**src/rtl/instruction_fetch_pkg.sv**
```systemverilog
`default_nettype none
// ============================================================================
// Module  : instruction_fetch_pkg
// Purpose : Shared defaults and sizing helpers for the fetch stage (address
//           and data widths, reset vector, FIFO pointer/count widths).
// Ports   : none (package)
// Rev     : 1.0  initial release
// ============================================================================
package instruction_fetch_pkg;

  localparam int c_default_addr_width = 8;
  localparam int c_default_data_width = 8;
  localparam int c_default_buf_depth  = 2;
  localparam logic [7:0] c_default_reset_vector = 8'h00;

  // Count must represent 0..depth inclusive.
  function automatic int count_width(input int depth);
    return $clog2(depth + 1);
  endfunction

  // Pointer width; a single-entry buffer still needs a 1-bit pointer.
  function automatic int ptr_width(input int depth);
    return (depth > 1) ? $clog2(depth) : 1;
  endfunction

endpackage
`default_nettype wire

```
**src/rtl/instruction_fetch_if.sv**
```systemverilog
`default_nettype none
// ============================================================================
// Module  : instruction_fetch_if
// Purpose : Bundles the ROM address/data bus, the decode valid/ready
//           handshake and the redirect request of the fetch stage.
// Ports   : master = fetch stage (drives ROM_ADDR, INSTR*)
//           slave  = environment (ROM + decode + branch/interrupt logic)
// Rev     : 1.0  initial release
// ============================================================================
interface instruction_fetch_if #(
  parameter int ADDR_WIDTH = 8,
  parameter int DATA_WIDTH = 8
);
  logic [ADDR_WIDTH-1:0] ROM_ADDR;
  logic [DATA_WIDTH-1:0] ROM_DATA;
  logic [DATA_WIDTH-1:0] INSTR;
  logic [ADDR_WIDTH-1:0] INSTR_PC;
  logic                  INSTR_VALID;
  logic                  INSTR_READY;
  logic                  REDIRECT;
  logic [ADDR_WIDTH-1:0] REDIRECT_ADDR;

  modport master (
    output ROM_ADDR, INSTR, INSTR_PC, INSTR_VALID,
    input  ROM_DATA, INSTR_READY, REDIRECT, REDIRECT_ADDR
  );

  modport slave (
    input  ROM_ADDR, INSTR, INSTR_PC, INSTR_VALID,
    output ROM_DATA, INSTR_READY, REDIRECT, REDIRECT_ADDR
  );
endinterface
`default_nettype wire

```
**src/rtl/instruction_fetch_fifo.sv**
```systemverilog
`default_nettype none
// ============================================================================
// Module  : instruction_fetch_fifo
// Purpose : Synchronous prefetch FIFO with flush and occupancy count.
//           Flush has priority over push/pop in the same cycle.
// Ports   : CLK, RESET      clock, synchronous active-high reset
//           i_push/i_wr_data write side
//           i_pop           read side (ignored while empty)
//           i_flush         discard all entries
//           o_rd_data       head entry (raw storage, unqualified)
//           o_empty/o_count occupancy
// Rev     : 1.0  initial release
// ============================================================================
module instruction_fetch_fifo
  import instruction_fetch_pkg::*;
#(
  parameter int WIDTH = 16,
  parameter int DEPTH = 2
) (
  input  logic                          CLK,
  input  logic                          RESET,
  input  logic                          i_push,
  input  logic [WIDTH-1:0]              i_wr_data,
  input  logic                          i_pop,
  input  logic                          i_flush,
  output logic [WIDTH-1:0]              o_rd_data,
  output logic                          o_empty,
  output logic [count_width(DEPTH)-1:0] o_count
);

  localparam int c_pw = ptr_width(DEPTH);
  localparam int c_cw = count_width(DEPTH);

  logic [WIDTH-1:0] r_mem [DEPTH];
  logic [c_pw-1:0]  r_wr_ptr;
  logic [c_pw-1:0]  r_rd_ptr;
  logic [c_cw-1:0]  r_count;
  logic             w_full;
  logic             w_do_push;
  logic             w_do_pop;

  function automatic logic [c_pw-1:0] f_next(input logic [c_pw-1:0] p);
    return (p == c_pw'(DEPTH - 1)) ? '0 : p + 1'b1;
  endfunction

  assign o_empty   = (r_count == '0);
  assign w_full    = (r_count == c_cw'(DEPTH));
  assign w_do_pop  = i_pop & ~o_empty;
  // A pop in the same cycle frees the slot a push into a full buffer needs.
  assign w_do_push = i_push & (~w_full | w_do_pop);
  assign o_rd_data = r_mem[r_rd_ptr];
  assign o_count   = r_count;

  always_ff @(posedge CLK) begin
    if (RESET || i_flush) begin
      r_wr_ptr <= '0;
      r_rd_ptr <= '0;
      r_count  <= '0;
    end else begin
      if (w_do_push) r_wr_ptr <= f_next(r_wr_ptr);
      if (w_do_pop)  r_rd_ptr <= f_next(r_rd_ptr);
      case ({w_do_push, w_do_pop})
        2'b10:   r_count <= r_count + 1'b1;
        2'b01:   r_count <= r_count - 1'b1;
        default: r_count <= r_count;
      endcase
    end
  end

  // Storage is not reset; power-on contents are never observed because
  // the head is qualified by o_empty downstream.
  always_ff @(posedge CLK) begin
    if (w_do_push && !i_flush && !RESET) begin
      r_mem[r_wr_ptr] <= i_wr_data;
    end
  end

endmodule
`default_nettype wire

```
**src/rtl/instruction_fetch.sv**
```systemverilog
`default_nettype none
// ============================================================================
// Module  : instruction_fetch
// Purpose : Program counter and fetch stage in front of a 1-cycle registered
//           instruction ROM. Tracks the in-flight read, captures returned
//           bytes into a prefetch buffer and presents them to decode over a
//           valid/ready handshake. REDIRECT flushes buffered and in-flight
//           bytes and restarts fetching at REDIRECT_ADDR.
// Ports   : CLK    system clock
//           RESET  synchronous active-high reset
//           bus    instruction_fetch_if.master (ROM bus, decode handshake,
//                  redirect request)
// Rev     : 1.0  initial release
// ============================================================================
module instruction_fetch
  import instruction_fetch_pkg::*;
#(
  parameter int                    ADDR_WIDTH   = c_default_addr_width,
  parameter int                    DATA_WIDTH   = c_default_data_width,
  parameter int                    BUF_DEPTH    = c_default_buf_depth,
  parameter logic [ADDR_WIDTH-1:0] RESET_VECTOR = c_default_reset_vector
) (
  input  logic                 CLK,
  input  logic                 RESET,
  instruction_fetch_if.master  bus
);

  localparam int c_cw = count_width(BUF_DEPTH);
  localparam int c_ew = DATA_WIDTH + ADDR_WIDTH;

  logic [ADDR_WIDTH-1:0] r_fetch_pc;
  logic                  r_inflight;
  logic [ADDR_WIDTH-1:0] r_inflight_pc;
  logic [c_cw-1:0]       w_count;
  logic                  w_empty;
  logic [c_ew-1:0]       w_head;
  logic                  w_pop;
  logic                  w_issue;
  logic [c_cw:0]         w_occupancy;
  logic [c_cw:0]         w_limit;

  assign w_pop = ~w_empty & bus.INSTR_READY;

  // Credit check: count + inflight - pop < BUF_DEPTH, rearranged so the
  // arithmetic never goes negative. Counting the in-flight byte is what
  // guarantees the buffer cannot overflow.
  assign w_occupancy = {1'b0, w_count} + (c_cw + 1)'(r_inflight);
  assign w_limit     = (c_cw + 1)'(BUF_DEPTH) + (c_cw + 1)'(w_pop);
  assign w_issue     = ~bus.REDIRECT & (w_occupancy < w_limit);

  always_ff @(posedge CLK) begin
    if (RESET) begin
      r_fetch_pc    <= RESET_VECTOR;
      r_inflight    <= 1'b0;
      r_inflight_pc <= '0;
    end else if (bus.REDIRECT) begin
      // The ROM is still reading the old address; dropping r_inflight
      // discards that byte when it returns.
      r_fetch_pc <= bus.REDIRECT_ADDR;
      r_inflight <= 1'b0;
    end else if (w_issue) begin
      r_inflight    <= 1'b1;
      r_inflight_pc <= r_fetch_pc;
      r_fetch_pc    <= r_fetch_pc + 1'b1;
    end else begin
      r_inflight <= 1'b0;
    end
  end

  instruction_fetch_fifo #(
    .WIDTH (c_ew),
    .DEPTH (BUF_DEPTH)
  ) u_fifo (
    .CLK       (CLK),
    .RESET     (RESET),
    .i_push    (r_inflight),
    .i_wr_data ({bus.ROM_DATA, r_inflight_pc}),
    .i_pop     (w_pop),
    .i_flush   (bus.REDIRECT),
    .o_rd_data (w_head),
    .o_empty   (w_empty),
    .o_count   (w_count)
  );

  assign bus.ROM_ADDR    = r_fetch_pc;
  assign bus.INSTR_VALID = ~w_empty;
  assign bus.INSTR       = w_empty ? '0 : w_head[c_ew-1 -: DATA_WIDTH];
  assign bus.INSTR_PC    = w_empty ? '0 : w_head[ADDR_WIDTH-1:0];

endmodule
`default_nettype wire

```
**src/flat_wrapper.sv**
```systemverilog
// flat-port wrapper written by rule: the top's interface ports become plain ports
module instruction_fetch_flat import instruction_fetch_pkg::*;
#(
  parameter int                    ADDR_WIDTH   = c_default_addr_width,
  parameter int                    DATA_WIDTH   = c_default_data_width,
  parameter int                    BUF_DEPTH    = c_default_buf_depth,
  parameter logic [ADDR_WIDTH-1:0] RESET_VECTOR = c_default_reset_vector
)
  (CLK, RESET, bus_ROM_ADDR, bus_INSTR, bus_INSTR_PC, bus_INSTR_VALID, bus_ROM_DATA, bus_INSTR_READY, bus_REDIRECT, bus_REDIRECT_ADDR);
  instruction_fetch_if #(.ADDR_WIDTH(ADDR_WIDTH), .DATA_WIDTH(DATA_WIDTH)) bus_i ();
  input  logic CLK;
  input  logic RESET;
  output wire logic [$bits(bus_i.ROM_ADDR)-1:0] bus_ROM_ADDR;
  output wire logic [$bits(bus_i.INSTR)-1:0] bus_INSTR;
  output wire logic [$bits(bus_i.INSTR_PC)-1:0] bus_INSTR_PC;
  output wire logic [$bits(bus_i.INSTR_VALID)-1:0] bus_INSTR_VALID;
  input wire logic [$bits(bus_i.ROM_DATA)-1:0] bus_ROM_DATA;
  input wire logic [$bits(bus_i.INSTR_READY)-1:0] bus_INSTR_READY;
  input wire logic [$bits(bus_i.REDIRECT)-1:0] bus_REDIRECT;
  input wire logic [$bits(bus_i.REDIRECT_ADDR)-1:0] bus_REDIRECT_ADDR;
  assign bus_ROM_ADDR = bus_i.ROM_ADDR;
  assign bus_INSTR = bus_i.INSTR;
  assign bus_INSTR_PC = bus_i.INSTR_PC;
  assign bus_INSTR_VALID = bus_i.INSTR_VALID;
  assign bus_i.ROM_DATA = bus_ROM_DATA;
  assign bus_i.INSTR_READY = bus_INSTR_READY;
  assign bus_i.REDIRECT = bus_REDIRECT;
  assign bus_i.REDIRECT_ADDR = bus_REDIRECT_ADDR;
  instruction_fetch #(.ADDR_WIDTH(ADDR_WIDTH), .DATA_WIDTH(DATA_WIDTH), .BUF_DEPTH(BUF_DEPTH), .RESET_VECTOR(RESET_VECTOR)) u_core (.CLK(CLK), .RESET(RESET), .bus(bus_i));
endmodule
```
**config.mk**
```make
export PLATFORM = sky130hd
export DESIGN_NAME = instruction_fetch_flat
export DESIGN_NICKNAME = d
export VERILOG_FILES = /design/src/rtl/instruction_fetch_pkg.sv /design/src/rtl/instruction_fetch_if.sv /design/src/rtl/instruction_fetch_fifo.sv /design/src/rtl/instruction_fetch.sv /design/src/flat_wrapper.sv
export SDC_FILE = /design/constraint.sdc
export NUM_CORES = 1
export LEC_CHECK = 0
export CORE_UTILIZATION = 51
export CTS_CLUSTER_SIZE = 24
export DETAILED_ROUTE_END_ITERATION = 7
export PLACE_DENSITY = 0.84
export RECOVER_POWER = 100
export SYNTH_ARGS = -nofsm -noshare
export SYNTH_HDL_FRONTEND = slang
export SYNTH_SLANG_ARGS = --single-unit
```
**constraint.sdc**
```tcl
create_clock -name CLK -period 3.5 [get_ports CLK]
set_input_delay 0.35 -clock CLK [delete_from_list [all_inputs] [get_ports CLK]]
set_output_delay 0.35 -clock CLK [all_outputs]
set_load 0.02 [all_outputs]
```
==> metrics <==
outcome=completed; largest net degree at the start of global routing=26; Multi-input gate area=826 µm²; total count of hold-check failures in the final report=0; fraction of final layout cells with drive strength greater than 1=0.0456; top layer used by detailed routing=met4; Worst-Margin Slew=1370 ps; part of the cycle the worst path needs=0.742; Pins Over Slew Limit=0; TNS Setup=0 ps; Clock Sinks=54; clock buffers created by TritonCTS=5; later-pin clock latency in the skew report=300 ps; adder-cell share of the synthesized area=0.0217; final critical delay including setup and external delays=2600 ps; vertical die dimension=69.3 µm; maximum ir drop on the vdd rail=0.181 mV; final net count=264; effective utilization at floorplan=0.531; sort of element at the start of the critical path=register; most numerous cell in the Yosys netlist=edfxtp_1; Met2 Routed Length=1.99 mm; number of instances in the synthesized netlist=195; Die X-Extent=69.3 µm; wire length per cell after detailed routing=13.4 µm; Synth top cells by count=edfxtp_1, nor2_1, mux2i_1, dfxtp_1, nand2b_1; deepest level of the CTS H-tree=2; global-route wire length before repair=6.76 mm; Sequential Area=1400 µm²; post-synth top area share=0.416; static power due to leakage=1.04 nW; antenna violations before repair=0; critical path start-end classification=register to output pin; post-detail-place hpwl=2.87 mm; cell type contributing the most total cell area after synthesis=edfxtp_1; CTS hold repair buffers=0; vias per std cell=5.30; min-delay worst type=register to register; input/output buffers=44; post-CTS setup-driven buffer insertion count=0; critical-path maximum fanout=16; via count of the routed design=1553; number of enable flip-flop cells after synthesis=32; clock tree buffer depth=2; count of cells resized by post-cts repair=0; CTS Root Cell=clkbuf_8; power after layout=0.00116 W; final design area excluding fillers=2880 µm²; RSZ-0062 raised after global routing=no; filler cell count=353; Final setup violation count=0; max-slew headroom at the worst pin=0.0803; wire length on met3=203 µm; register bit total from synthesis=54; Top FF cell, synth=edfxtp_1; number of cell rows=24; I/O pin count=45; drt drc=0; Arr. time, crit path=2250 ps; Core Footprint=4350 µm²; Syn-to-layout area delta=24.5%; total length of routed wires=3.92 mm; cell types occupying the most area after synthesis=edfxtp_1, dfxtp_1, mux2i_1; async set or reset register ratio after synthesis=0; portion of netlist area occupied by mux cells=0.104; remaining antenna violation count=0; clock tree from TritonCTS=built; GR Overflow Total=0; number of antenna diodes=0; dominant combinational cell family by area after synthesis=simple AND/OR/NAND/NOR gates; simple-gate share of the synthesized area=0.146; first-pass iteration count of the detailed router=4; post-synth design cell area=2310 µm²; Worst Setup End Kind=output pin; GRT Util Overall=0.178; Yosys warning count=0; post-synthesis share of cell area spent on xor and xnor gates=0.0152; die area=4800 µm²; net count of the mapped netlist=219; Max-Cap Viols=0; post-CTS clock slew at the launch and capture registers of the worst setup and hold paths=90 ps; worst endpoint required time=3150 ps; final estimated routing congestion in global placement=0.742; via count of the first global-routing pass=1486; count of unique library cells instantiated by Yosys=37; DRT iter0 DRCs=86; mean post-synth cell area=11.9 µm²; M1 WL=1.68 mm; Clock Skew=5.16 ps; fraction of the yosys area taken by sequential cells=0.606; total power divided by cell area=404 nW/µm²; DP Area=2810 µm²; f_max=0.385 GHz; Compound-Gate Fraction of Synth Area=0.0709
kinds of logic (layout without fill, tap and decap cells):
kind of cell | Yosys count | in the layout
xor+xnor | 4 | 4
mux | 24 | 24
fa+ha+maj | 4 | 4
compound gates | 23 | 23
simple gates | 66 | 66
buf+inv | 20 | 66
flops | 54 | 54
per-stage QoR:
step | hold slack (ps) | util | setup WS, ps | instances
after floorplan | 427 | - | 916 | 195
after global placement | 441 | 0.645 | 1170 | 285
after CTS | 469 | 0.665 | 920 | 293
after detailed placement | 450 | 0.645 | 1140 | 285
final | 462 | 0.661 | 905 | 293
after global routing | 486 | 0.661 | 698 | 293
report_power, final:
part	leakage, nW	internal, W	switching, W
clock	0.0374	0.000141	0.000189
combinational	0.535	0.0000618	0.0000625
sequential	0.465	0.000690	0.0000178
flip-flops by register name, summed over array words and instances, names as in the netlist, named ones only:
signal,cells
u_core.u_fifo.r_wr_ptr,1
u_core.u_fifo.r_rd_ptr,1
u_core.u_fifo.r_mem,32
u_core.r_inflight,1
u_core.u_fifo.o_count,2
u_core.bus.ROM_ADDR,8
u_core.r_inflight_pc,8
layer usage:
layer,vias to the layer above,global-route usage
met2,53,0.317
met1,710,0.209
met4,0,0.0544
met3,7,0.0480
met5,-,0
li1,783,-
path summary, 6_finish.rpt:
kind,from,endpoint,slack [ps],depth (start not counted)
max,register,bus_INSTR_PC[4],900,3
min,u_core.r_inflight_pc[4],u_core.u_fifo.r_mem[1][4],460,0
max reg2reg,u_core.u_fifo.o_count[0],u_core.r_inflight_pc[1],960,5
min reg2reg,u_core.r_inflight_pc[4],u_core.u_fifo.r_mem[1][4],460,0
final cells by class:
type / count / share of cell area
Clock buffer: 6 / 0.0252
Inverter: 11 / 0.0144
Multi-Input combinational cell: 121 / 0.287
Timing Repair Buffer: 47 / 0.158
Sequential cell: 54 / 0.487
Clock inverter: 2 / 0.00522
Tap cell: 52 / 0.0226
worst max-delay path, stage by stage (launching register included):
cell,delay (ps)
dfxtp_1,910
mux2i_1,210
nor2_1,130
dlygate4sd3_1,690
placed cells by master (no fill, tap or decap), types with 4 or more instances in the layout:
master,netlist,final
a311oi_1,4,4
clkbuf_8,0,5
clkdlybuf4s50_1,0,10
dfxtp_1,22,22
dlygate4sd3_1,0,34
edfxtp_1,32,32
ha_1,4,4
inv_1,10,10
mux2i_1,24,24
nand2_1,4,4
nand2b_1,17,17
nor2_1,27,27
nor3_1,6,6
o21ai_0,5,6
No activity file was read; power rests on OpenSTA's default activity.
